[config.mk]
export PLATFORM = sky130hd
export DESIGN_NAME = updown_counter_param
export DESIGN_NICKNAME = d
export VERILOG_FILES = /design/src/rtl/updown_counter_param.sv
export SDC_FILE = /design/constraint.sdc
export NUM_CORES = 1
export LEC_CHECK = 0
export ABC_AREA = 1
export BUFFER_PORTS_ARGS = -buffer_cell sky130_fd_sc_hd__buf_2
export CAP_MARGIN = 25
export CORE_AREA = 2 2 39 41
export DETAILED_ROUTE_END_ITERATION = 8
export DIE_AREA = 0 0 41 43
export PLACE_DENSITY_LB_ADDON = 0.05
export SETUP_SLACK_MARGIN = 0.15
export SLEW_MARGIN = 0
export SYNTH_ARGS = -nofsm -noshare
export SYNTH_HDL_FRONTEND = slang
export SYNTH_SLANG_ARGS = --single-unit
[constraint.sdc]
create_clock -name clock -period 3.6 [get_ports clock]
set_input_delay 0.54 -clock clock [delete_from_list [all_inputs] [get_ports clock]]
set_output_delay 0.54 -clock clock [all_outputs]
set_load 0.01 [all_outputs]
[src/rtl/updown_counter_param.sv]
// Parametrised up/down counter with programmable top (MAX), parallel load,
// wrap/saturate boundary mode, combinational terminal count and carry/borrow pulses.
module updown_counter_param #(
  parameter int unsigned WIDTH     = 4,
  parameter int unsigned MAX       = (WIDTH >= 32) ? 32'hFFFF_FFFF : ((32'd1 << WIDTH) - 32'd1),
  parameter int unsigned RESET_VAL = 0
) (
  input  logic             clock,
  input  logic             Reset,
  input  logic             En,
  input  logic             Down,
  input  logic             Load,
  input  logic [WIDTH-1:0] Load_val,
  input  logic             Sat,
  output logic [WIDTH-1:0] Q,
  output logic             Tc,
  output logic             Carry,
  output logic             Borrow
);

  // One extra bit so the clamp compare stays exact when MAX is the full range.
  localparam logic [WIDTH:0]   MAX_X = (WIDTH + 1)'(MAX);
  localparam logic [WIDTH-1:0] MAX_V = MAX_X[WIDTH-1:0];
  localparam logic [WIDTH-1:0] RST_V = WIDTH'(RESET_VAL);

  logic [WIDTH-1:0] q_q, q_d;
  logic             carry_q, carry_d;
  logic             borrow_q, borrow_d;
  logic             at_max, at_zero;
  logic [WIDTH:0]   load_x;

  assign at_max  = (q_q == MAX_V);
  assign at_zero = (q_q == '0);
  assign load_x  = {1'b0, Load_val};

  always_comb begin
    q_d      = q_q;
    carry_d  = 1'b0;
    borrow_d = 1'b0;
    if (Load) begin
      q_d = (load_x > MAX_X) ? MAX_V : Load_val;
    end else if (En) begin
      if (!Down) begin
        if (!at_max) begin
          q_d = q_q + WIDTH'(1);
        end else if (!Sat) begin
          q_d     = '0;
          carry_d = 1'b1;
        end
      end else begin
        if (!at_zero) begin
          q_d = q_q - WIDTH'(1);
        end else if (!Sat) begin
          q_d      = MAX_V;
          borrow_d = 1'b1;
        end
      end
    end
  end

  always_ff @(posedge clock or negedge Reset) begin
    if (!Reset) begin
      q_q      <= RST_V;
      carry_q  <= 1'b0;
      borrow_q <= 1'b0;
    end else begin
      q_q      <= q_d;
      carry_q  <= carry_d;
      borrow_q <= borrow_d;
    end
  end

  // Tc ignores Sat and Load so it can drive the next stage's En directly.
  assign Tc     = En & ((~Down & at_max) | (Down & at_zero));
  assign Q      = q_q;
  assign Carry  = carry_q;
  assign Borrow = borrow_q;

endmodule

==> impl_metrics.tcl <==
set metrics [dict create \
    status "complete, no violations" \
    critical_path.max_fanout 6 \
    ys_warn_count 0 \
    combPwrFrac_pct 38.0 \
    grt_max_degree 10 \
    num_antenna_cells 0 \
    ff_latch_area_um2 150.1 \
    grt_pass1_wl_um 1821 \
    period_minus_slack_ns 2.070 \
    tightest_slew_ns 0.2915 \
    antenna_found_initial 0 \
    cp_num_buf_inv 2 \
    cts_hold_buf 0 \
    synth_top_area_share_pct 31.17 \
    cp.arrival_ns 1.53 \
    max-vdd-ir-drop_mv 0.2336 \
    pin_count 17 \
    fillers 157 \
    placed_cells 105 \
    dr.pass1.iters 4 \
    switching_power_mw 0.09715 \
    timing.hold.ws_ns 0.1085 \
    slowest_delay_ns 0.42 \
    ys_seq_area_share_pct 31.17 \
    synth.distinct_cells 19 \
    clk_latency_ns 0.24 \
    layout-drive-gt1-share_pct 29.35 \
    drc 0 \
    worst_slack_ns 1.530 \
    fp.dieW_um 41 \
    cts.sinks 6 \
    reg2reg_from "Q[0]" \
    grt_setup_unrepaired "no" \
    hpwl_um 932.1 \
    routedWlPerCell_um 10.61 \
    multiInputGateArea_um2 285.3 \
    cp_top_family "flip-flops" \
    period_share_pct 57.50 \
    p_per_area_nw_per_um2 413.8 \
    power.share.sequential_pct 37.9 \
    overflow 0 \
    p_leak_nw 0.3316 \
    place.gp.congestion 0.8040 \
    grt_usage_pct 16.06 \
    syn_to_final_growth_pct 24.42 \
    nets 106 \
    skew_ns 0.005473 \
    slew_headroom_pct 80.39 \
    io_buffers 16 \
    worstPathCellList "inv_1, ha_1, nand2_1, a211oi_1, buf_2" \
    p_int_mw 0.1509 \
    synth_common_cells "nand2_1 (25), inv_1 (8), nand3_1 (8)" \
    yosysMostFrequentCell "nand2_1" \
    via_count 521 \
    hold_path_class "input port to asynchronous set/reset pin" \
    cts.htree.levels 1 \
    vias_per_cell 4.824 \
    cts_buffer_depth 2 \
    fin_cells 108 \
    netlist_instances 74 \
    cts-resized-gates 0 \
    place_ws_ns 1.770 \
    ff2ff_path_depth 9 \
    swShare_pct 39.17 \
    synth_edf_count 0 \
    clockPowerShare_pct 24.1 \
    initial_core_util_pct 34.81 \
    cts_setup_buffers 0 \
    drtAntennaViolNets 0 \
    critical_path_required_ns 3.06 \
    die_area_um2 1763 \
    cp-end-kind "output port" \
    die_h_um 43 \
    maxSlewViolCount 0 \
    ys_ff_latch 6 \
    r2r_slack_ns 2.20 \
    rows 14 \
    syn_avg_cell_area_um2 6.510 \
    max_freq_mhz 483.1 \
    async_flop_share_pct 100.0 \
    synth_area_um2 481.7 \
    drt-total-wl_um 1146 \
    clk_pin_slew_ns 0.04 \
    setup_viol 0 \
    grt_pass1_vias 455 \
    tritoncts "done" \
    cp-start-kind "register" \
    crit_path_top_delay_cell "dfrtp_1" \
    syn_nets 86 \
    ys_dominant_reg_cell "dfrtp_1" \
    maxCapViolations 0 \
    clockRootBuffer "clkbuf_4" \
    r2r_end "Q[2]" \
    finalSetupTns_ns 0 \
    drt_iter0_drc 8 \
    worst-path-stages 5 \
    hold_violations 0 \
    yosysTopAreaCell "dfrtp_1" \
    criticalPathCategory "register to output port" \
    core_area_um2 1384 \
    cts_buffers 3 \
    synth_area_leaders "dfrtp_1 (31%), nand2_1 (19%), nand3_1 (8.3%), inv_1 (6.2%), ha_1 (5.2%)" \
]
==> logic make-up after synthesis <==
kind of cell	synth area share, %
AO/OA/AOI/OAI	10.13
AND/OR/NAND/NOR	43.90
adder cells (fa/ha/maj)	5.194
flip-flops	31.17
buffers and inverters	9.609
==> layer usage <==
layer | track usage [%] | share of wire (%) | vias to the layer above
met2 | 23.13 | 44 | 17
met3 | 9.424 | 6.3 | 0
met5 | 0 | 0 | -
met1 | 19.34 | 50 | 224
li1 | - | - | 280
met4 | 5.333 | 0 | 0
==> power groups by stage <==
stage	combinational [mW]	sequential, mW	clock [mW]
after floorplan	0.0643	0.0927	0
after global placement	0.0953	0.0949	0
after detailed placement	0.0937	0.0951	0
after CTS	0.0946	0.0939	0.0631
after global routing	0.107	0.0964	0.0701
final	0.0942	0.0939	0.0598
==> placed cells by master, fill, tap and decap left out <==
master / n
nand3_1: 8
o21ai_1: 2
nand3_2: 2
dfrtp_1: 6
buf_2: 16
o211ai_1: 1
ha_1: 2
nor3_1: 1
nor4_1: 1
clkbuf_4: 3
o21ai_2: 1
nand2_1: 25
inv_1: 8
inv_2: 3
o21ai_0: 1
nor2_1: 4
a211oi_1: 1
a21oi_1: 2
nand4_1: 3
nor2_2: 2
==> cell type report <==
cell class | count | area share, %
multi-input combinational | 56 | 47.60
sequential | 6 | 25.05
timing repair buffer | 16 | 13.36
inverter | 11 | 6.889
clock buffer | 3 | 3.758
tap | 16 | 3.340
==> sequential cells by signal (all words and copies together) (netlist names) <==
register,count
Carry,1
Q,4
Borrow,1
==> stage by stage <==
stage | util [%] | power (mW) | cell area [um2]
global placement | 41.68 | 0.1902 | 576.8
finish | 43.31 | 0.2480 | 599.3
CTS | 43.31 | 0.2516 | 599.3
detailed placement | 41.68 | 0.1888 | 576.8
floorplan | - | 0.1570 | 481.7
global route | 43.31 | 0.2738 | 599.3
==> worst max path at each step <==
stage | start | to | slack (ns)
after floorplan | Q[0] | Tc | 1.83
after global placement | Q[0] | Tc | 1.83
after detailed placement | Q[0] | Tc | 1.77
after CTS | Q[0] | Tc | 1.52
after global routing | Q[0] | Tc | 1.38
final | Q[0] | Tc | 1.53
No activity file was read; power rests on OpenSTA's default activity.
